**config.mk**
```make
export PLATFORM = sky130hd
export DESIGN_NAME = div32_seq
export DESIGN_NICKNAME = d
export VERILOG_FILES = /design/src/rtl/div32_seq_pkg.sv /design/src/rtl/add.sv /design/src/rtl/div32_seq.sv
export SDC_FILE = /design/constraint.sdc
export NUM_CORES = 1
export LEC_CHECK = 0
export BUFFER_PORTS_ARGS = -buffer_cell sky130_fd_sc_hd__buf_4
export CAP_MARGIN = 20
export CORE_MARGIN = 2
export CORE_UTILIZATION = 59
export CTS_CLUSTER_SIZE = 40
export DETAILED_ROUTE_END_ITERATION = 8
export GPL_TIMING_DRIVEN = 0
export PLACE_DENSITY = 0.79
export SYNTH_ARGS = -nofsm -noshare
export SYNTH_HDL_FRONTEND = slang
export SYNTH_HIERARCHICAL = 1
export SYNTH_SLANG_ARGS = --single-unit
```
**constraint.sdc**
```tcl
create_clock -name clock -period 6.4 [get_ports clock]
set_clock_uncertainty 0.15 [all_clocks]
set_input_delay 1.28 -clock clock [delete_from_list [all_inputs] [get_ports clock]]
set_output_delay 1.28 -clock clock [all_outputs]
set_load 0.02 [all_outputs]
```
**src/rtl/div32_seq_pkg.sv**
```systemverilog
`default_nettype none
// ============================================================================
//  Module   : div32_seq_pkg
//  Purpose  : Shared CPU definitions for the sequential divider: FSM state
//             encoding, iteration count, divide-by-zero quotient and an
//             operand magnitude helper.
//  Revision : 1.0 - initial release
// ============================================================================
package div32_seq_pkg;

    // Divider control states (2-bit encoding, fixed values)
    typedef enum logic [1:0] {
        IDLE    = 2'd0,
        RUN     = 2'd1,
        CORRECT = 2'd2,
        DONE    = 2'd3
    } div_state_t;

    localparam int          DIV_ITERS         = 32;
    localparam logic [31:0] DIV_ZERO_QUOTIENT = 32'hFFFF_FFFF;

    // Unsigned magnitude of an operand; only negated when the operation is
    // signed and the operand is negative. |0x80000000| stays 0x80000000.
    function automatic logic [31:0] op_magnitude(input logic [31:0] value,
                                                 input logic        is_signed);
        logic [31:0] result;
        result = value;
        if (is_signed && value[31]) begin
            result = -value;
        end
        return result;
    endfunction

endpackage : div32_seq_pkg
`default_nettype wire

```
**src/rtl/add.sv**
```systemverilog
`default_nettype none
// ============================================================================
//  Module   : add
//  Purpose  : 32-bit carry-lookahead adder. Eight 4-bit lookahead groups with
//             a second lookahead level across the group carries.
//  Revision : 1.0 - initial release
// ============================================================================
module add (
    input  logic [31:0] ra,
    input  logic [31:0] rb,
    input  logic        cin,
    output logic [31:0] sum,
    output logic        cout
);

    // Generate/propagate, group lookahead and per-bit carries in one pass
    always_comb begin
        logic [31:0] g;
        logic [31:0] p;
        logic [31:0] carry;
        logic [7:0]  grp_g;
        logic [7:0]  grp_p;
        logic [8:0]  grp_c;

        g     = ra & rb;
        p     = ra ^ rb;
        carry = '0;
        grp_g = '0;
        grp_p = '0;
        grp_c = '0;

        for (int i = 0; i < 8; i++) begin
            grp_g[i] = g[4*i+3]
                     | (p[4*i+3] & g[4*i+2])
                     | (p[4*i+3] & p[4*i+2] & g[4*i+1])
                     | (p[4*i+3] & p[4*i+2] & p[4*i+1] & g[4*i]);
            grp_p[i] = &p[4*i +: 4];
        end

        grp_c[0] = cin;
        for (int i = 0; i < 8; i++) begin
            grp_c[i+1] = grp_g[i] | (grp_p[i] & grp_c[i]);
        end

        for (int i = 0; i < 8; i++) begin
            carry[4*i]   = grp_c[i];
            carry[4*i+1] = g[4*i] | (p[4*i] & grp_c[i]);
            carry[4*i+2] = g[4*i+1]
                         | (p[4*i+1] & g[4*i])
                         | (p[4*i+1] & p[4*i] & grp_c[i]);
            carry[4*i+3] = g[4*i+2]
                         | (p[4*i+2] & g[4*i+1])
                         | (p[4*i+2] & p[4*i+1] & g[4*i])
                         | (p[4*i+2] & p[4*i+1] & p[4*i] & grp_c[i]);
        end

        sum  = p ^ carry;
        cout = grp_c[8];
    end

endmodule : add
`default_nettype wire

```
**src/rtl/div32_seq.sv**
```systemverilog
`default_nettype none
// ============================================================================
//  Module   : div32_seq
//  Purpose  : Multi-cycle 32-bit non-restoring integer divider (signed or
//             unsigned per request). Quotient feeds LO, remainder feeds HI.
//             The iteration add/subtract runs through one `add` instance.
//  Revision : 1.0 - initial release
// ============================================================================
module div32_seq
    import div32_seq_pkg::*;
#(
    parameter int WIDTH = 32
) (
    input  logic             clock,
    input  logic             clear,
    input  logic             start,
    input  logic             signed_op,
    input  logic [WIDTH-1:0] dividend,
    input  logic [WIDTH-1:0] divisor,
    output logic             busy,
    output logic             done,
    output logic [WIDTH-1:0] quotient,
    output logic [WIDTH-1:0] remainder,
    output logic             div_by_zero
);

    // The adder datapath is fixed at 32 bits, so WIDTH is only meaningful
    // at 32; it sizes the iteration counter and the port widths.
    localparam int CNT_W = $clog2(WIDTH);
    localparam logic [CNT_W-1:0] LAST_ITER = CNT_W'(DIV_ITERS - 1);

    div_state_t       state;
    div_state_t       state_nxt;

    logic [WIDTH:0]   acc;        // 33-bit partial remainder A
    logic [WIDTH-1:0] quo;        // quotient / dividend shift register Q
    logic [WIDTH-1:0] mag_m;      // divisor magnitude M
    logic [CNT_W-1:0] count;
    logic             qsign;
    logic             rsign;

    logic             accept;
    logic             zero_div;
    logic             last_iter;
    logic [WIDTH:0]   acc_sh;
    logic             subtract;
    logic [WIDTH-1:0] add_b;
    logic [WIDTH-1:0] add_sum;
    logic             add_cout;
    logic [WIDTH:0]   acc_new;
    logic [WIDTH-1:0] rem_fix;

    assign accept    = start && (state == IDLE);
    assign zero_div  = (divisor == '0);
    assign last_iter = (count == LAST_ITER);
    assign busy      = (state != IDLE);

    // One non-restoring step: shift {A,Q} left, then add or subtract M
    // depending on the sign of A before the shift.
    assign acc_sh   = {acc[WIDTH-1:0], quo[WIDTH-1]};
    assign subtract = ~acc[WIDTH];
    assign add_b    = subtract ? ~mag_m : mag_m;

    add u_add (
        .ra   (acc_sh[WIDTH-1:0]),
        .rb   (add_b),
        .cin  (subtract),
        .sum  (add_sum),
        .cout (add_cout)
    );

    // Bit 32 of the 33-bit result: sign-extension of the operands plus carry
    assign acc_new = {acc_sh[WIDTH] ^ subtract ^ add_cout, add_sum};

    // Final restore step when the partial remainder ended negative
    assign rem_fix = acc[WIDTH] ? (acc[WIDTH-1:0] + mag_m) : acc[WIDTH-1:0];

    // State register
    always_ff @(posedge clock or negedge clear) begin
        if (!clear) begin
            state <= IDLE;
        end else begin
            state <= state_nxt;
        end
    end

    // Next-state logic
    always_comb begin
        state_nxt = state;
        case (state)
            IDLE:    if (start) state_nxt = zero_div ? DONE : RUN;
            RUN:     if (last_iter) state_nxt = CORRECT;
            CORRECT: state_nxt = DONE;
            DONE:    state_nxt = IDLE;
            default: state_nxt = IDLE;
        endcase
    end

    // Operand latch, iteration registers, result registers and done pulse
    always_ff @(posedge clock or negedge clear) begin
        if (!clear) begin
            acc         <= '0;
            quo         <= '0;
            mag_m       <= '0;
            count       <= '0;
            qsign       <= 1'b0;
            rsign       <= 1'b0;
            quotient    <= '0;
            remainder   <= '0;
            div_by_zero <= 1'b0;
            done        <= 1'b0;
        end else begin
            done <= (state == DONE);
            if (accept) begin
                div_by_zero <= zero_div;
                if (zero_div) begin
                    quotient  <= DIV_ZERO_QUOTIENT;
                    remainder <= dividend;
                end else begin
                    acc   <= '0;
                    quo   <= op_magnitude(dividend, signed_op);
                    mag_m <= op_magnitude(divisor, signed_op);
                    qsign <= signed_op & (dividend[WIDTH-1] ^ divisor[WIDTH-1]);
                    rsign <= signed_op & dividend[WIDTH-1];
                    count <= '0;
                end
            end else if (state == RUN) begin
                acc   <= acc_new;
                quo   <= {quo[WIDTH-2:0], ~acc_new[WIDTH]};
                count <= count + 1'b1;
            end else if (state == CORRECT) begin
                quotient  <= qsign ? -quo : quo;
                remainder <= rsign ? -rem_fix : rem_fix;
            end
        end
    end

endmodule : div32_seq
`default_nettype wire

```
Yosys cells after proc, flatten, opt, wreduce, memory -nomap -nowiden
Cells that the tools add are included.

Add/subtract/negate cells: 6. $mul: 0. Divide/modulo/power cells: 0. $lt $le $gt $ge: 0. Equal/unequal tests: 9. Shift-type cells: 0. Mux-type cells: 27. Bitwise operators: 212. Reduce and logical (&&, ||, !) cells: 20.

Operator list (count): 32-bit two-way mux (17); 32-bit negation (4); 1-bit bitwise AND (122); 33-bit two-way mux (3); 1-bit OR (80); 32-bit bitwise XOR (2); 32-bit adder (1); 32-bit bitwise AND (1); 32-bit logical NOT (1); 32-bit NOT (1); 4-bit AND reduction (8); 5-bit two-way mux (3); 2-bit != test (second input constant) (4); 2-bit one-hot mux with 4 select lines (1); 2-bit two-way mux (3); 2-bit AND reduction (3); 2-bit nonzero test (3); 5-bit by 1-bit adder with 5-bit output (second input constant) (1); 5-bit == test (second input constant) (1); 2-bit == test (second input constant) (2); 1-bit logical AND (3); 1-bit NOT (3); 3-bit AND reduction (1); 1-bit bitwise XOR (3); other kinds (3) (3).

Flip-flop bits (word level): 172. Bits in latches: 0. RAM bits: 0. Memory bits (read-only): 0. Input port bits: 68. Word-level logic and storage cells: 285. Memories: 0.

Longest topological paths before layout
Gate-level depths: netlist (run 1).

Word-level depth: 26. Depth in mapped cells: 21. Depth with buffers taken out: 15.

Cells and area by module
The synthesis (run 1) kept the hierarchy.

By module, submodules not included: div32_seq (times used 1, cells each 1573, area each 12849.8 um^2, seq. area each 4304.1 um^2); add (times used 1, cells each 160, area each 1332.5 um^2, seq. area each 0.0 um^2).

Worst setup path after synthesis (run 1)
OpenSTA, ideal clock, no wires.

Path kind: register -> register. Start: reg acc[32]. End: reg quo[0]. Setup time: 0.133 ns. Arrival time: 4.047 ns. Data required time: 6.117 ns. Path slack: 2.071 ns. Stages on the path, launching flop included: 22. Period minus slack after synthesis: 4.329 ns. Cell sequence: dfrtp_1 > buf_2 > buf_1 > clkbuf_8 > clkbuf_8 > buf_8 > clkbuf_1 > xnor2_1 > ha_1 > a21oi_1 > nor2b_1 > o311ai_2 > nand3_1 > a21oi_2 > o31ai_1 > a21o_1 > a21o_1 > xnor2_1 > xnor2_1 > nor2_1 > a211oi_1 > a21oi_1.

Longest elaborated chain between the ends: 25. Elaborated cells on any way between the ends: 97.

RTL lines: start: declaration (line div32_seq.sv:35) `logic [WIDTH:0] acc;`; start signal: assignment (line div32_seq.sv:128) `acc <= acc_new;`; 32-bit two-way mux * (line div32_seq.sv:62) `assign add_b = subtract ? ~mag_m : mag_m;`; net add_b[2] (line div32_seq.sv:47) `logic [WIDTH-1:0] add_b;`; 32-bit bitwise AND / 32-bit bitwise XOR (equally long branches) (line add.sv:25, add.sv:26); 1-bit bitwise AND, on equally long branches (line add.sv:34, add.sv:35, add.sv:36); 1-bit OR (tied with other cells) (line add.sv:34) `| (p[4*i+3] & g[4*i+2])`; 1-bit OR / 1-bit bitwise AND (equally long branches) (line add.sv:35, add.sv:36); 1-bit OR (line add.sv:36) `| (p[4*i+3] & p[4*i+2] & p[4*i+1] & g[4*i]);`; 1-bit OR * (line add.sv:42) `grp_c[i+1] = grp_g[i] | (grp_p[i] & grp_c[i]);`; [11 not listed]; 1-bit OR * (line add.sv:42); 1-bit bitwise AND * (line add.sv:42); 1-bit OR * (line add.sv:42); net add_cout (line div32_seq.sv:49) `logic add_cout;`; 1-bit bitwise XOR * (line div32_seq.sv:73) `assign acc_new = {acc_sh[WIDTH] ^ subtract ^ add_cout, add_sum};`; 1-bit NOT * (line div32_seq.sv:129) `quo <= {quo[WIDTH-2:0], ~acc_new[WIDTH]};`; 32-bit two-way mux * (line div32_seq.sv:127) `end else if (state == RUN) begin`; 32-bit two-way mux * (line div32_seq.sv:114) `if (accept) begin`; end signal: assignment (line div32_seq.sv:121) `quo <= op_magnitude(dividend, signed_op);`; end signal: assignment (line div32_seq.sv:129); end: declaration (line div32_seq.sv:36) `logic [WIDTH-1:0] quo;`.

Mark *: on every way through the listed nets, which the timed path passes. The rest lies on a longest branch. The select of a mux whose other input is x is not followed. A chain may end at the register's enable or synchronous reset.

Worst setup path after layout (run 1)
Same ends and word-level chain as after synthesis.

==> results.md, run 1 <==
Drt:
- The DRC violation count after routing is 0.
- The residual antenna-violating net count after detailed routing is 0.
- The final wirelength is approximately 44 mm.
- The via count normalized by instance count is roughly 6.2.
- After the first detailed-routing iteration, the DRC count stood at between 1k and 1.5k.
- The detailed-routing iteration count for the pre-antenna-repair pass is 8.
- In the final routed layout, each cell accounts on average for 20.1 um.
- The routed layout has between 10k and 15k vias.

Power and ir drop:
- The power per cell area is approximately 680 nW/um^2.
- Summed over all cells, the static leakage comes to just under 7 nW.
- Across the VDD grid, the largest voltage drop is around 0.36 mV.

STA:
- The pin slew with the least headroom to its limit is 0.999 ns.
- The total count of hold-check failures in the final report is 0.
- Adding up every negative setup slack in the final design gives 0 ns.
- The number of pins with negative max-slew slack in the final report was 0.
- The setup-violating endpoint count in the final report is 0.
- The time the final worst path needs with I/O delays and setup is 6.15 ns.
- Setup repair after global routing left no endpoint under its margin.
- The final cycle utilization of the critical path is 96.1%.
- The relative slew slack is between 30% and 40%.
- Across all hold checks on the routed design, the worst slack comes to 0.346 ns.
- The maximum operating frequency is between 150 and 200 MHz.

Placement:
- The routability congestion estimate is a little over 1.
- The number of buffers added on ports is ~130.
- Once detailed placement completed, the half-perimeter wirelength came to roughly 35 mm.
- The cell area after placement is 15600 um^2.

Clocking:
- The clock latency on the worst-skew pair is roughly 0.45 ns.
- Counting along the longest clock path gives a buffer depth of 2.
- CTS placed an instance of sky130_fd_sc_hd__clkbuf_16 at the clock tree root.
- TritonCTS built the clock tree.
- The hold buffer count at CTS is 0.
- The number of CTS-inserted buffers is 17.
- Post-CTS timing repair inserted 0 buffers for setup.
- After clock tree synthesis, the repair step resized 0 gates.
- The H-tree was split into 4 levels.
- The tree built by TritonCTS fans out to around 170 sinks.
- After clock tree synthesis, the clock-pin slew on the worst setup and hold paths is around 0.080 ns.

Yosys:
- The number of enable-type register cells in the synthesized netlist is 0.
- The distinct cell type count after synthesis is 110.
- The mean instance size in the synthesized netlist is 8.18 um^2.
- The post-synthesis sequential area ratio is 30.3%.
- The Yosys step of the flow raised 6 warnings.
- The most used flip-flop cell after synthesis is sky130_fd_sc_hd__dfrtp_1.
- The fraction of registers with async set or reset after synthesis is 100%.
- The cell area after synthesis is about 14000 um^2.
- The net count after synthesis is ~1.9k.
- The number of flip-flops and latches in the synthesized netlist is 172.
- After technology mapping, the gate count stands at ~1.7k.

Worst setup path:
- The critical path class is reg2reg.
- The worst setup path is launched from a flop.
- STA puts the critical path data required time at 6.56 ns.
- The maximum fanout along the worst path is 10.
- In this design, the stage delay of the slowest critical-path cell is between 0.5 and 0.6 ns.
- Traced cell by cell, the critical path runs through buf_2, buf_1, clkbuf_8, clkbuf_8, buf_8, clkbuf_1, xnor2_1, ha_1, a21oi_1, nor2b_1, o311ai_2, nand3_1, a21oi_2, o31ai_1, a21o_1, a21o_1, xnor2_1, xnor2_1, nor2_1, a211oi_1, a21oi_1.
- The cell that appears most often on the critical path is sky130_fd_sc_hd__xnor2_1.
- The master of the slowest instance on the critical path is sky130_fd_sc_hd__clkbuf_1.
- The endpoint kind of the worst setup timing path is a flop.
- STA puts the critical path data arrival time at around 6.3 ns.

Run status:
- The flow ran to the end, and the final reports show no timing, DRC or antenna violations.

Worst hold path:
- The path type of the worst min-delay path is reg2reg.

Floorplan:
- The floorplan step set the die width to between 150 and 200 um.
- For this configuration, the core starts out at a cell density of roughly three fifths.
- The top-level port count is roughly 140.
- The region available for standard cell placement spans between 20000 and 25000 um^2.
- The die is 159 um tall.
- The die area is around 25000 um^2.
- In this run the core area contains 56 standard-cell rows.

Cells and area:
- The share of layout cells above drive strength 1 is between 10% and 20%.
- The most common cell after layout, fill and taps aside is sky130_fd_sc_hd__nand2_1.
- Summing all non-filler instances in the final layout gives an area of between 15000 and 20000 um^2.
- The number of diodes added for antenna fixing is 0.
- The layout net count is around 2.0k.
- The area overhead of the layout relative to synthesis is 14.4%.
- The library cells used most frequently in the layout, excluding fill and tap cells, are sky130_fd_sc_hd__nand2_1 (230), sky130_fd_sc_hd__nor2_1 (186), sky130_fd_sc_hd__dfrtp_1 (172), sky130_fd_sc_hd__a21oi_1 (161), sky130_fd_sc_hd__o21ai_0 (140).

GRT:
- The final global-route overflow total is 0.
- The number of global-route vias before repair is around 13k.
- The total routing resource utilization after global routing is a little over a third.
- The first-pass GRT wire length is 70.1 mm.
- The pin count of the biggest net entering global routing is 89.
- The number of antenna violations at the first check in global routing was 0.

Run:
- The tool flagged a number of max-cap violations equal to 0.
-- power by group --
part           internal (mW)  total [mW]  switching (mW)
clock network          0.532        1.09           0.556
registers               1.60        2.17           0.569
logic                   3.13        7.75            4.62
-- metal layers --
metal / global-route usage, % / up-vias / wire [um]
met3: 3.72 / 124 / 2950
met4: 16.7 / 0 / 2140
met1: 44.0 / 6489 / 18000
met5: 0 / - / 0
li1: - / 6512 / -
met2: 59.8 / 627 / 21500
-- worst paths after layout --
kind                                          from  slack [ns]                  endpoint  cells after the start
min reg2reg                div_by_zero$_DFFE_PN0P_        0.35   div_by_zero$_DFFE_PN0P_                      2
min                        div_by_zero$_DFFE_PN0P_        0.35   div_by_zero$_DFFE_PN0P_                      2
max                            acc[32]$_DFFE_PN0P_        0.25        quo[0]$_DFFE_PN0P_                     21
max reg2reg                    acc[32]$_DFFE_PN0P_        0.25        quo[0]$_DFFE_PN0P_                     21
min in group asynchronous                    clear        0.67  quotient[27]$_DFFE_PN0P_                      1
max in group asynchronous                    clear        4.54       acc[32]$_DFFE_PN0P_                      2
-- cells in the mapped netlist (13+ instances only) --
cell type                  instances  area [um^2]
sky130_fd_sc_hd__clkbuf_1         52          195
sky130_fd_sc_hd__nand4_1          20          125
sky130_fd_sc_hd__o31ai_1          28          210
sky130_fd_sc_hd__inv_1            38          143
sky130_fd_sc_hd__nor2_1          186          698
sky130_fd_sc_hd__or3_1            13         81.3
sky130_fd_sc_hd__xor2_1           71          622
sky130_fd_sc_hd__ha_1             74          926
sky130_fd_sc_hd__a31oi_1          53          332
sky130_fd_sc_hd__mux2i_1          16          160
sky130_fd_sc_hd__and3_1           14         87.6
sky130_fd_sc_hd__a21oi_1         161          806
sky130_fd_sc_hd__xnor2_1          99          867
sky130_fd_sc_hd__a21o_1           25          188
sky130_fd_sc_hd__nor2b_1          13         81.3
sky130_fd_sc_hd__o21ai_0         140          701
sky130_fd_sc_hd__clkbuf_8         13          179
sky130_fd_sc_hd__nand2_1         230          863
sky130_fd_sc_hd__nand3_1          26          130
sky130_fd_sc_hd__dfrtp_1         172         4300
sky130_fd_sc_hd__nor3_1           29          145
-- state kept, by name (all words and copies together) (netlist names) --
register     cells
acc             33
count            5
div_by_zero      1
done             1
mag_m           32
qsign            1
quo             32
quotient        32
remainder       32
rsign            1
state            2
-- area by class of cell --
cell class,count,area [um^2]
Tap cell,319,399
Clock inverter,14,173
Buffer,93,576
Multi-Input combinational cell,1427,9150
Timing Repair Buffer,135,1040
Inverter,41,154
Clock buffer,18,429
Fill cell,2000,7320
Sequential cell,172,4300
-- worst max-delay path: cells and delay by family, from the launching register on --
family | cells | cell delay, ns
xor+xnor | 3 | 0.87
fa+ha+maj | 1 | 0.35
compound gates | 8 | 1.85
flops | 1 | 0.32
buf+inv | 6 | 2.03
simple gates | 3 | 0.42
-- cells by family after synthesis --
logic type      count (synthesis)  synth area share [%]
fa+ha+maj                      83                  7.80
compound gates                534                  23.9
buf+inv                       134                  5.14
flops                         172                  30.3
xor+xnor                      170                  10.5
mux                            26                  1.92
simple gates                  614                  20.4
-- per-stage QoR --
step | cells | utilization, % | power, mW | worst slack, ns
5_1_grt | 2219 | 68.9 | 11.9 | 0.127
6_report | 2219 | 68.9 | 11.0 | 0.250
3_5_place_dp | 2187 | 66.4 | 9.76 | 0.435
4_1_cts | 2219 | 68.9 | 10.9 | 0.424
2_1_floorplan | 1733 | - | 7.74 | 2.07
3_3_place_gp | 2186 | 66.2 | 9.54 | 0.434
No activity file was read; power rests on OpenSTA's default activity.
==> run 2, diff against run 1 <==
--- a/config.mk
+++ b/config.mk
@@ -9,10 +9,11 @@
 export CAP_MARGIN = 20
 export CORE_MARGIN = 2
 export CORE_UTILIZATION = 59
+export CTS_BUF_LIST = sky130_fd_sc_hd__clkbuf_8
 export CTS_CLUSTER_SIZE = 40
 export DETAILED_ROUTE_END_ITERATION = 8
 export GPL_TIMING_DRIVEN = 0
-export PLACE_DENSITY = 0.79
+export PLACE_DENSITY_LB_ADDON = 0.08
 export SYNTH_ARGS = -nofsm -noshare
 export SYNTH_HDL_FRONTEND = slang
 export SYNTH_HIERARCHICAL = 1
==> run 2 against run 1 <==
- count of clock-buffer cells in the layout decreased by 1
- register-to-register slack about the same
- first-iteration DRC count decreased by 17%
- cell area fell by 1.2%
- clock power down 24%
- maximum frequency is essentially flat
- largest power group unchanged
==> results.md, run 2 (synthesis results as in run 1) <==
Run status:
- The run finished with clean final reports.

Drt:
- The final wirelength was 44.3 mm (-0.40%).
- The via count normalized by instance count is 6.20 (about the same).
- The residual antenna-violating net count after detailed routing is 0 (unchanged).
- The detail-routed net length per standard cell came to 20.0 um (-0.40%).
- The detailed-routing iteration count for the pre-antenna-repair pass is 6 (-2).
- The number of vias in the routed layout was 13.8k (+0.044%).
- The detailed router's first-iteration violation count is 1028 (-17%).
- The DRC violation count after routing is 0 (unchanged).

GRT:
- The first-pass GRT wire length is 70.0 mm (-0.23%).
- The number of antenna violations at the first check in global routing is 0 (unchanged).
- The total routing resource utilization after global routing is 34.5% (-0.29 points).
- The number of global-route vias before repair came to 13.2k (+1.1%).
- The pin count of the biggest net entering global routing is 107 (+20%).
- The final global-route overflow total is 0 (unchanged).

Worst setup path:
- The maximum fanout along the worst path is 10 (unchanged).
- The count of buffering cells on the critical path with inverters included came to 6 (unchanged).
- The top cell family by delay on the critical path is buffers and inverters.
- The slowest stage of the critical path belongs to the cell sky130_fd_sc_hd__clkbuf_1.
- The maximum cell stage delay along the critical path came to 0.56 ns (about the same).
- The endpoint kind of the worst setup timing path is a flop.
- The cell repeated most along the worst path is sky130_fd_sc_hd__xnor2_1.
- The worst setup path is launched from a flop.
- The critical path is of the reg2reg type.
- The data required time at the worst endpoint came to 6.61 ns (+0.05 ns).
- The signal arrival time at the worst endpoint is 6.36 ns (+0.05 ns).
- Walking the worst path, the cells encountered are buf_2, buf_1, clkbuf_8, clkbuf_8, buf_8, clkbuf_1, xnor2_1, ha_1, a21oi_1, nor2b_1, o311ai_2, nand3_1, a21oi_2, o31ai_1, a21o_1, a21o_1, xnor2_1, xnor2_1, nor2_1, a211oi_1, a21oi_1.

Power and ir drop:
- The worst ir drop on vdd came to 0.299 mV (-16%).
- The power per cell area is 671 nW/um^2 (-1.2%).
- The final total power is 10.8 mW (-2.4%).
- The leakage power total was 6.86 nW (-1.3%).

Placement:
- The routability congestion estimate is 1.01 (about the same).
- The cell area after placement was 15600 um^2 (unchanged).
- The number of buffers added on ports is 134 (unchanged).
- The HPWL reported at the end of detailed placement came to 35.0 mm (+0.86%).

Cells and area:
- The final-layout fill cell count is 2024 (+1.2%).
- The area growth from synthesis to layout is 13.0%.
- Leaving out fill and tap cells, the most frequent cells in the layout are sky130_fd_sc_hd__nand2_1 (230), sky130_fd_sc_hd__nor2_1 (186), sky130_fd_sc_hd__dfrtp_1 (172), sky130_fd_sc_hd__a21oi_1 (161), sky130_fd_sc_hd__o21ai_0 (140).
- Ranked by flip-flop count, first place goes to acc.
- The number of flip-flops in the largest register is 33 (unchanged).
- The layout net count is 2038 (unchanged).
- The share of layout cells above drive strength 1 came to 14.2% (+0.053 points).
- The number of diodes added for antenna fixing is 0 (unchanged).
- The area of all placed cells without fillers is 16000 um^2 (-1.2%).
- The library cell used most frequently in the layout, excluding fill and tap cells, is sky130_fd_sc_hd__nand2_1.

Clocking:
- The number of CTS-inserted buffers came to 17 (unchanged).
- The clock slew at the register clock pins of the worst setup and hold paths is 0.11 ns (+0.03 ns).
- TritonCTS built the clock tree.
- The hold buffer count at CTS is 0 (unchanged).
- The H-tree depth was 4 (unchanged).
- The number of buffers inserted to repair setup after CTS is 0 (unchanged).
- The post-cts resize count is 0 (unchanged).
- The clock latency on the worst-skew pair is 0.49 ns (+0.04 ns).
- The cell chosen for the clock root is sky130_fd_sc_hd__clkbuf_8.
- The clock sink total is 172 (unchanged).
- The number of buffers on the longest clock path is 2 (unchanged).

STA:
- The pin slew with the least headroom to its limit is 0.962 ns (-0.0365 ns).
- The final cycle utilization of the critical path came to 96.2% (about the same).
- The number of pins with negative max-slew slack in the final report was 0 (unchanged).
- The setup-violating endpoint count in the final report is 0 (unchanged).
- The time the final worst path needs with I/O delays and setup came to 6.15 ns (+0.00337 ns).
- The total count of hold-check failures in the final report is 0 (unchanged).
- The relative slew slack is 35.0% (+1.6 points).
- The maximum operating frequency is 163 MHz (about the same).
- Setup repair after global routing left no endpoint under its margin.
- The final sum of negative setup slack is 0 ns (unchanged).

Floorplan:
- The width of the die is 159 um (unchanged).
- The top-level port count came to 135 (unchanged).
- The number of standard-cell rows in the floorplan is 56 (unchanged).
- The core box area is 23500 um^2 (unchanged).
- The effective utilization at floorplan is 60.2% (unchanged).
- The height of the die is 159 um (unchanged).
- The die area is 25300 um^2 (unchanged).

Run:
- The max-cap check violation count came to 0 (unchanged).

Worst hold path:
- The path class of the tightest hold or removal check is reg2reg.
==> run 2: cell types whose count changed in the layout (fill, tap and decap cells not counted), sizes merged <==
cell,change
clkinvlp,+1
clkbuf,-1
==> run 2: power by group <==
group          internal [mW]  switching (mW)  total [mW]
registers               1.60           0.568        2.17
logic                   3.13            4.63        7.76
clock network          0.298           0.527       0.825
==> run 2: final timing paths <==
check                                               start                   endpoint  slack, ns  cells past startpoint
worst min register to register  remainder[19]$_DFFE_PN0P_  remainder[19]$_DFFE_PN0P_       0.37                      1
worst max register to register        acc[32]$_DFFE_PN0P_         quo[0]$_DFFE_PN0P_       0.25                     21
worst max-delay path                  acc[32]$_DFFE_PN0P_         quo[0]$_DFFE_PN0P_       0.25                     21
max in group asynchronous                           clear         acc[9]$_DFFE_PN0P_       4.59                      2
worst min-delay path            remainder[19]$_DFFE_PN0P_  remainder[19]$_DFFE_PN0P_       0.37                      1
min in group asynchronous                           clear   quotient[24]$_DFFE_PN0P_       0.56                      1
==> run 2: layout make-up <==
class / count / area, um^2 / area share (%)
Multi-Input combinational cell: 1427 / 9150 / 57.1
Sequential cell: 172 / 4300 / 26.9
Timing Repair Buffer: 135 / 1040 / 6.49
Buffer: 93 / 576 / 3.59
Tap cell: 319 / 399 / 2.49
Clock buffer: 17 / 234 / 1.46
Clock inverter: 15 / 171 / 1.07
Inverter: 41 / 154 / 0.960
==> run 2: through the flow <==
step	std cells	util (%)	setup WS, ns	hold slack (ns)
after global routing	2219	68.1	0.131	0.399
final	2219	68.1	0.246	0.374
after floorplan	1733	-	2.07	0.315
after global placement	2186	66.2	0.417	0.333
after detailed placement	2187	66.4	0.384	0.350
after CTS	2219	68.1	0.355	0.375
==> run 2: metal layers <==
metal	share of wire, %	track usage (%)
met4	4.8	16.7
met1	40	43.3
met2	48	59.0
met3	7.4	4.48
met5	0	0
==> run 3, diff against run 2 <==
--- a/config.mk
+++ b/config.mk
@@ -5,7 +5,7 @@
 export SDC_FILE = /design/constraint.sdc
 export NUM_CORES = 1
 export LEC_CHECK = 0
-export BUFFER_PORTS_ARGS = -buffer_cell sky130_fd_sc_hd__buf_4
+export BUFFER_PORTS_ARGS = -buffer_cell sky130_fd_sc_hd__buf_2
 export CAP_MARGIN = 20
 export CORE_MARGIN = 2
 export CORE_UTILIZATION = 59
==> run 3 against run 2 <==
- combinational power down 2%
- worst setup slack gained 0.071 ns
- critical path depth is the same
- sequential power hardly changed
- cell area down 2.1%
- count of clock-buffer cells in the layout did not move
- wire length decreased by 1.6%
- largest power group unchanged
==> results.md, run 3 (synthesis results as in run 1) <==
Run status:
- The flow ran to the end, and the final reports show no timing, DRC or antenna violations.

Worst setup path:
- The maximum fanout along the worst path is 10 (unchanged).
- The source of the worst register-to-register timing path is acc[32]$_DFFE_PN0P_.
- The worst setup path is launched from a flop.
- The depth of the most critical reg-to-reg path is 21 (unchanged).
- The signal arrival time at the worst endpoint is 6.31 ns (-0.05 ns).
- The data required time at the worst endpoint is 6.63 ns (+0.02 ns).
- The critical path class is reg2reg.
- The endpoint kind of the worst setup timing path is a flop.
- The startpoint of the most critical setup path is acc[32]$_DFFE_PN0P_.

Cells and area:
- The layout net count was 2038 (unchanged).
- The final-layout fill cell count is 2060 (+1.8%).
- The area overhead of the layout relative to synthesis is 10.7%.
- The number of diodes added for antenna fixing is 0 (unchanged).
- The register with the most flip-flops is acc.
- The share of layout cells above drive strength 1 is 14.1% (-0.053 points).
- In the layout the commonest cells are sky130_fd_sc_hd__nand2_1 (230), sky130_fd_sc_hd__nor2_1 (186), sky130_fd_sc_hd__dfrtp_1 (172), sky130_fd_sc_hd__a21oi_1 (161), sky130_fd_sc_hd__buf_2 (141).
- The most common cell after layout, fill and taps aside is sky130_fd_sc_hd__nand2_1.
- The area of all placed cells without fillers is 15700 um^2 (-2.1%).
- The number of flip-flops in the largest register is 33 (unchanged).
- The end-of-flow core utilization is 66.7% (-1.4 points).

STA:
- The final sum of negative setup slack is 0 ns (unchanged).
- The time the final worst path needs with I/O delays and setup was 6.08 ns (-0.0708 ns).
- The number of pins with negative max-slew slack in the final report is 0 (unchanged).
- Setup repair after global routing left no endpoint under its margin.
- The least setup slack across all paths after layout is 0.317 ns (+0.0708 ns).
- The setup-violating endpoint count in the final report is 0 (unchanged).
- The final cycle utilization of the critical path is 95.0% (-1.1 points).
- The pin slew with the least headroom to its limit is 0.896 ns (-0.0665 ns).
- The relative slew slack is 39.8% (+4.8 points).
- The maximum operating frequency was 164 MHz (+1.2%).
- The total count of hold-check failures in the final report was 0 (unchanged).

GRT:
- The total routing resource utilization after global routing is 34.3% (-0.18 points).
- The number of global-route vias before repair was 13.0k (-1.7%).
- The first-pass GRT wire length came to 69.2 mm (-1.1%).
- The pin count of the biggest net entering global routing came to 96 (-10%).
- The final global-route overflow total is 0 (unchanged).
- The number of antenna violations at the first check in global routing came to 0 (unchanged).

Clocking:
- CTS placed an instance of sky130_fd_sc_hd__clkbuf_8 at the clock tree root.
- The number of buffers on the longest clock path is 2 (unchanged).
- The post-cts resize count was 0 (unchanged).
- The clock latency on the worst-skew pair is 0.50 ns (about the same).
- The clock slew at the register clock pins of the worst setup and hold paths was 0.12 ns (about the same).
- The clock sink total came to 172 (unchanged).
- The number of CTS-inserted buffers is 17 (unchanged).
- The TritonCTS clock tree is built.
- The hold buffer count at CTS is 0 (unchanged).
- The H-tree depth is 4 (unchanged).
- The number of buffers inserted to repair setup after CTS came to 0 (unchanged).

Floorplan:
- The core box area came to 23500 um^2 (unchanged).
- The top-level port count came to 135 (unchanged).
- The die area came to 25300 um^2 (unchanged).
- The height of the die is 159 um (unchanged).
- The width of the die is 159 um (unchanged).
- The number of standard-cell rows in the floorplan is 56 (unchanged).
- The effective utilization at floorplan is 60.2% (unchanged).

Worst hold path:
- In this run the worst hold path is classified as reg2reg.
- The instance count along the most critical hold path is 1 (unchanged).
- The startpoint identified for the worst hold timing path is remainder[19]$_DFFE_PN0P_.

Drt:
- The number of vias in the routed layout came to 13.4k (-2.3%).
- The DRC violation count after routing is 0 (unchanged).
- The detail-routed net length per standard cell is 19.6 um (-1.6%).
- The residual antenna-violating net count after detailed routing is 0 (unchanged).
- The detailed router's first-iteration violation count is 996 (-3.1%).
- The final wirelength is 43.6 mm (-1.6%).
- The via count normalized by instance count is 6.06 (-2.3%).
- The detailed-routing iteration count for the pre-antenna-repair pass is 6 (unchanged).

Power and ir drop:
- The worst ir drop on vdd is 0.305 mV (+2.0%).
- The leakage power total came to 6.74 nW (-1.7%).
- The power per cell area was 673 nW/um^2 (+0.29%).

Placement:
- The number of buffers added on ports was 134 (unchanged).
- The post-placement setup slack is 0.423 ns (+0.0392 ns).
- The cell area after placement was 15300 um^2 (-2.1%).
- The routability congestion estimate is 0.957 (-5.4%).
- The HPWL reported at the end of detailed placement is 34.8 mm (-0.52%).

Run:
- The max-cap check violation count is 0 (unchanged).
[run 3: cell type report]
| cell class | instances | area (um^2) | area share [%] |
|---|---|---|---|
| buffer | 93 | 576 | 3.67 |
| sequential | 172 | 4300 | 27.4 |
| inverter | 41 | 154 | 0.981 |
| timing repair buffer | 135 | 708 | 4.51 |
| clock buffer | 17 | 234 | 1.49 |
| tap | 319 | 399 | 2.54 |
| clock inverter | 15 | 171 | 1.09 |
| multi-input combinational | 1427 | 9150 | 58.3 |
[run 3: critical path, cell delays in order, from the launching register on]
cell and delay [ns]:
sky130_fd_sc_hd__dfrtp_1 0.34, sky130_fd_sc_hd__buf_2 0.27, sky130_fd_sc_hd__buf_1 0.49, sky130_fd_sc_hd__clkbuf_8 0.30
sky130_fd_sc_hd__clkbuf_8 0.20, sky130_fd_sc_hd__buf_8 0.18, sky130_fd_sc_hd__clkbuf_1 0.56, sky130_fd_sc_hd__xnor2_1 0.16
sky130_fd_sc_hd__ha_1 0.35, sky130_fd_sc_hd__a21oi_1 0.17, sky130_fd_sc_hd__nor2b_1 0.08, sky130_fd_sc_hd__o311ai_2 0.38
sky130_fd_sc_hd__nand3_1 0.25, sky130_fd_sc_hd__a21oi_2 0.31, sky130_fd_sc_hd__o31ai_1 0.20, sky130_fd_sc_hd__a21o_1 0.23
sky130_fd_sc_hd__a21o_1 0.19, sky130_fd_sc_hd__xnor2_1 0.47, sky130_fd_sc_hd__xnor2_1 0.29, sky130_fd_sc_hd__nor2_1 0.08
sky130_fd_sc_hd__a211oi_1 0.25, sky130_fd_sc_hd__a21oi_1 0.06
[run 3: power by group]
group	leakage [nW]	switching [mW]	total (mW)	internal, mW
Sequential	2.06	0.551	2.15	1.60
Clock	0.207	0.520	0.819	0.299
Combinational	4.47	4.59	7.59	3.00
Total	6.74	5.66	10.6	4.90
[run 3: through the flow]
stage | cells | hold slack (ns) | total power [mW]
5_1_grt | 2219 | 0.386 | 11.5
3_3_place_gp | 2186 | 0.327 | 9.45
6_report | 2219 | 0.359 | 10.6
3_5_place_dp | 2187 | 0.336 | 9.63
4_1_cts | 2219 | 0.359 | 10.5
2_1_floorplan | 1733 | 0.315 | 7.74
[run 3: per-layer routing]
metal / GRT usage, % / part of all wire [%] / vias up
met5: 0 / 0 / -
met4: 16.4 / 4.8 / 0
met3: 4.87 / 6.3 / 112
met2: 58.6 / 48 / 520
met1: 42.9 / 41 / 6293
li1: - / - / 6513
[run 3: path summary, 6_finish.rpt]
| path | to | slack [ns] |
|---|---|---|
| max in group asynchronous | mag_m[12]$_DFFE_PN0P_ | 4.57 |
| hold reg to reg | remainder[19]$_DFFE_PN0P_ | 0.36 |
| setup / recovery | quo[0]$_DFFE_PN0P_ | 0.32 |
| setup reg to reg | quo[0]$_DFFE_PN0P_ | 0.32 |
| min in group asynchronous | quotient[20]$_DFFE_PN0P_ | 0.58 |
| hold / removal | remainder[19]$_DFFE_PN0P_ | 0.36 |
